## config.mk

```make
export PLATFORM = sky130hd
export DESIGN_NAME = sat_counter
export DESIGN_NICKNAME = d
export VERILOG_FILES = /design/src/rtl/sat_counter.sv
export SDC_FILE = /design/constraint.sdc
export NUM_CORES = 1
export LEC_CHECK = 0
export CAP_MARGIN = 15
export CORE_AREA = 4 4 56 70
export CTS_CLUSTER_SIZE = 30
export DETAILED_ROUTE_END_ITERATION = 10
export DIE_AREA = 0 0 60 74
export PLACE_DENSITY = 0.58
export SLEW_MARGIN = 25
export SYNTH_ARGS = -nofsm -noshare
export SYNTH_HDL_FRONTEND = slang
export SYNTH_SLANG_ARGS = --single-unit
```

## constraint.sdc

```tcl
create_clock -name clk -period 2.36 [get_ports clk]
set_input_delay 0.354 -clock clk [delete_from_list [all_inputs] [get_ports clk]]
set_output_delay 0.354 -clock clk [all_outputs]
set_load 0.03 [all_outputs]
```

## src/rtl/sat_counter.sv

```systemverilog
// Saturating up-counter with a synchronous clear that takes priority over the
// increment.
module sat_counter #(
   parameter int W = 16
) (
   input  logic         clk,
   input  logic         rst_n,
   input  logic         inc,
   input  logic         clr,
   output logic [W-1:0] cnt
);

   always_ff @(posedge clk or negedge rst_n) begin
      if (!rst_n) begin
         cnt <= '0;
      end else if (clr) begin
         cnt <= '0;
      end else if (inc && (cnt != {W{1'b1}})) begin
         cnt <= cnt + W'(1);
      end
   end

endmodule

```

==> impl_metrics.tcl <==
set metrics [dict create \
    slew_viol_final 0 \
    finalInstanceArea_um2 1220 \
    yosysWarnings 0 \
    grtUsageTotal_pct 11.7 \
    p_seq_share_pct 54.1 \
    status "complete, no violations" \
    skew_ps 1.26 \
    antenna_found_initial 0 \
    slew_headroom_pct 51.1 \
    p_per_area_nw_per_um2 424 \
    die_h_um 74 \
    cts_max_level 1 \
    power_switching_mw 0.115 \
    routabilityCongestion 0.741 \
    ctsHoldBuffers 0 \
    cp.buffers_inverters 0 \
    ys_top_cells_by_area "dfrtp_1, a21oi_1, o31ai_1" \
    cp.depth 5 \
    end_kind "register" \
    path_max_fanout 12 \
    avgSynthCellArea_um2 9.61 \
    synth_top_area_share_pct 42.5 \
    port_buffers 19 \
    clk_pin_slew_worst_paths_ps 60 \
    hold_viol_final 0 \
    die_area_um2 4440 \
    ctsRootBufferMaster "clkbuf_8" \
    area_growth_pct 29.9 \
    fp.coreArea_um2 3220 \
    antenna_left 0 \
    placed_cell_area_um2 1180 \
    rsz0062_at_grt "false" \
    finalNonFillerCells 156 \
    pwr-share-comb_pct 7.7 \
    cp_cell_sequence "ha_1, nand4_2, nor4_4, nor4_1, mux2_1" \
    core.rowCount 23 \
    crit_family "simple AND/OR/NAND/NOR gates" \
    fp.dieW_um 60 \
    wl_per_cell_um 14.9 \
    nets 126 \
    ff2ff_path_depth 5 \
    critPathArrivalTime_ps 2200 \
    grt_max_degree 23 \
    dp_hpwl_um 1730 \
    drc 0 \
    async_reset_ff_share_pct 100 \
    critPathSlowestCell "nor4_4" \
    cts.repair.resized 0 \
    ios 20 \
    synthesis.area_um2 942 \
    drive_gt1_share_pct 13.4 \
    dr.pass1.iters 4 \
    yosys.area.top_type "dfrtp_1" \
    p_clk_share_pct 38.2 \
    critPathLaunchType "register" \
    vias 882 \
    synth_nets 103 \
    finalSetupTns_ps 0 \
    synth_edf_count 0 \
    cts.sinks 16 \
    rr_startpoint "cnt[0]" \
    slowest_delay_ps 640 \
    max_freq_ghz 0.482 \
    post-place-cells 153 \
    fin_util_pct 38.0 \
    synthCells 98 \
    grt_pass1_vias 874 \
    clk_latency_ps 240 \
    period_needed_ps 2070 \
    top_register "cnt" \
    reg2reg_setup_slack_ps 290 \
    synth_ff_type "dfrtp_1" \
    cts_buffer_depth 2 \
    max_cap_violations 0 \
    postCtsSetupRepairBufs 0 \
    tightest_slew_ps 731 \
    viasPerCell 5.65 \
    peakVddDrop_mv 0.232 \
    power.leakage_nw 0.480 \
    required_ps 2490 \
    setup_viol 0 \
    finalCritPeriodShare_pct 87.8 \
    antennaDiodeCount 0 \
    yosysSeqAreaShare_pct 42.5 \
    initial_core_util_pct 29.2 \
    sw_frac_of_total_pct 22.1 \
    top_regs "cnt: 16 flops" \
    numCtsBuffers 3 \
    regToRegEndpoint "cnt[9]" \
    ys_ff_latch 16 \
    drtIter0Drc 16 \
    fillers 336 \
    crit_type "reg2reg" \
    grt_pass1_wl_um 4000 \
    overflow 0 \
    synth.distinct_cells 28 \
    intPower_mw 0.404 \
    hp-class "in2async" \
    drt-total-wl_um 2320 \
    cts_tree "done" \
    largest_reg_flops 16 \
]
[power groups by stage]
stage	clock, mW	combinational, mW	sequential, mW
after global placement	0	0.0399	0.285
final	0.198	0.0399	0.281
after CTS	0.213	0.0408	0.281
after detailed placement	0	0.0407	0.286
after global routing	0.228	0.0447	0.281
after floorplan	0	0.0155	0.290
[area by class of cell]
| class | count | area [um2] | area share, % |
|---|---|---|---|
| clock buffer | 3 | 41.3 | 3.37 |
| sequential | 16 | 400 | 32.7 |
| multi-input combinational | 74 | 504 | 41.2 |
| timing repair buffer | 23 | 220 | 18.0 |
| inverter | 3 | 11.3 | 0.920 |
| tap | 37 | 46.3 | 3.78 |
[placed cells by master (no fill, tap or decap)]
cell type	n
ha_1	1
clkdlybuf4s50_1	19
mux2_1	4
nand3_1	3
or3_1	2
clkbuf_8	3
or4_1	5
nand3b_1	1
nor4_1	4
nor2_1	4
buf_4	4
nand4_1	6
nor2b_1	4
o31ai_1	7
a211oi_2	1
o21ai_1	3
o211ai_2	1
nor3_1	1
and4_2	2
nand2_1	6
a21oi_1	11
nor4_4	1
nand4_2	1
o21ai_0	1
and3_1	2
or3_2	1
dfrtp_1	16
inv_1	3
or4_2	2
[per-stage QoR]
stage	hold slack (ps)	power (mW)	setup WS, ps
after floorplan	58.4	0.305	399
after detailed placement	598	0.326	260
after global routing	617	0.553	180
after global placement	590	0.325	313
final	542	0.519	287
after CTS	573	0.534	290
[metal layers]
| layer | vias to the layer above | part of all wire (%) | global-route usage (%) |
|---|---|---|---|
| met1 | 431 | 46 | 14.7 |
| met4 | 0 | 1.6 | 5.42 |
| li1 | 425 | - | - |
| met2 | 21 | 49 | 19.4 |
| met3 | 5 | 3.3 | 2.08 |
| met5 | - | 0 | 0 |
[synthesized netlist by cell type (3+ instances only)]
cell type  instances
dfrtp_1           16
a21oi_1           11
o31ai_1            7
nand2_1            6
nand4_1            6
or4_1              5
clkbuf_1           4
mux2_1             4
nor2_1             4
nor2b_1            4
nor4_1             4
inv_1              3
nand3_1            3
o21ai_1            3
[worst register-to-register path, delay by kind of cell, from the launching register on]
family	cells	cell delay, ps
and+or+nand+nor	3	930
muxes	1	340
DFF	1	430
adders and majority gates	1	250
[worst max path at each step]
stage	from	to	slack, ps
finish	cnt[0]	cnt[9]	290
global route	cnt[0]	cnt[15]	180
CTS	cnt[0]	cnt[15]	290
detailed placement	inc	cnt[2]	260
global placement	inc	cnt[3]	310
floorplan	cnt[0]	cnt[15]	400
[cells by family (layout without fill, tap and decap cells)]
logic type | after synthesis | in the layout | share of synthesized area [%]
simple gates | 45 | 45 | 31.2
buf+inv | 8 | 29 | 3.98
compound gates | 24 | 24 | 16.2
flops | 16 | 16 | 42.5
fa+ha+maj | 1 | 1 | 1.33
mux | 4 | 4 | 4.78
Power figures use the tool's default switching activity.
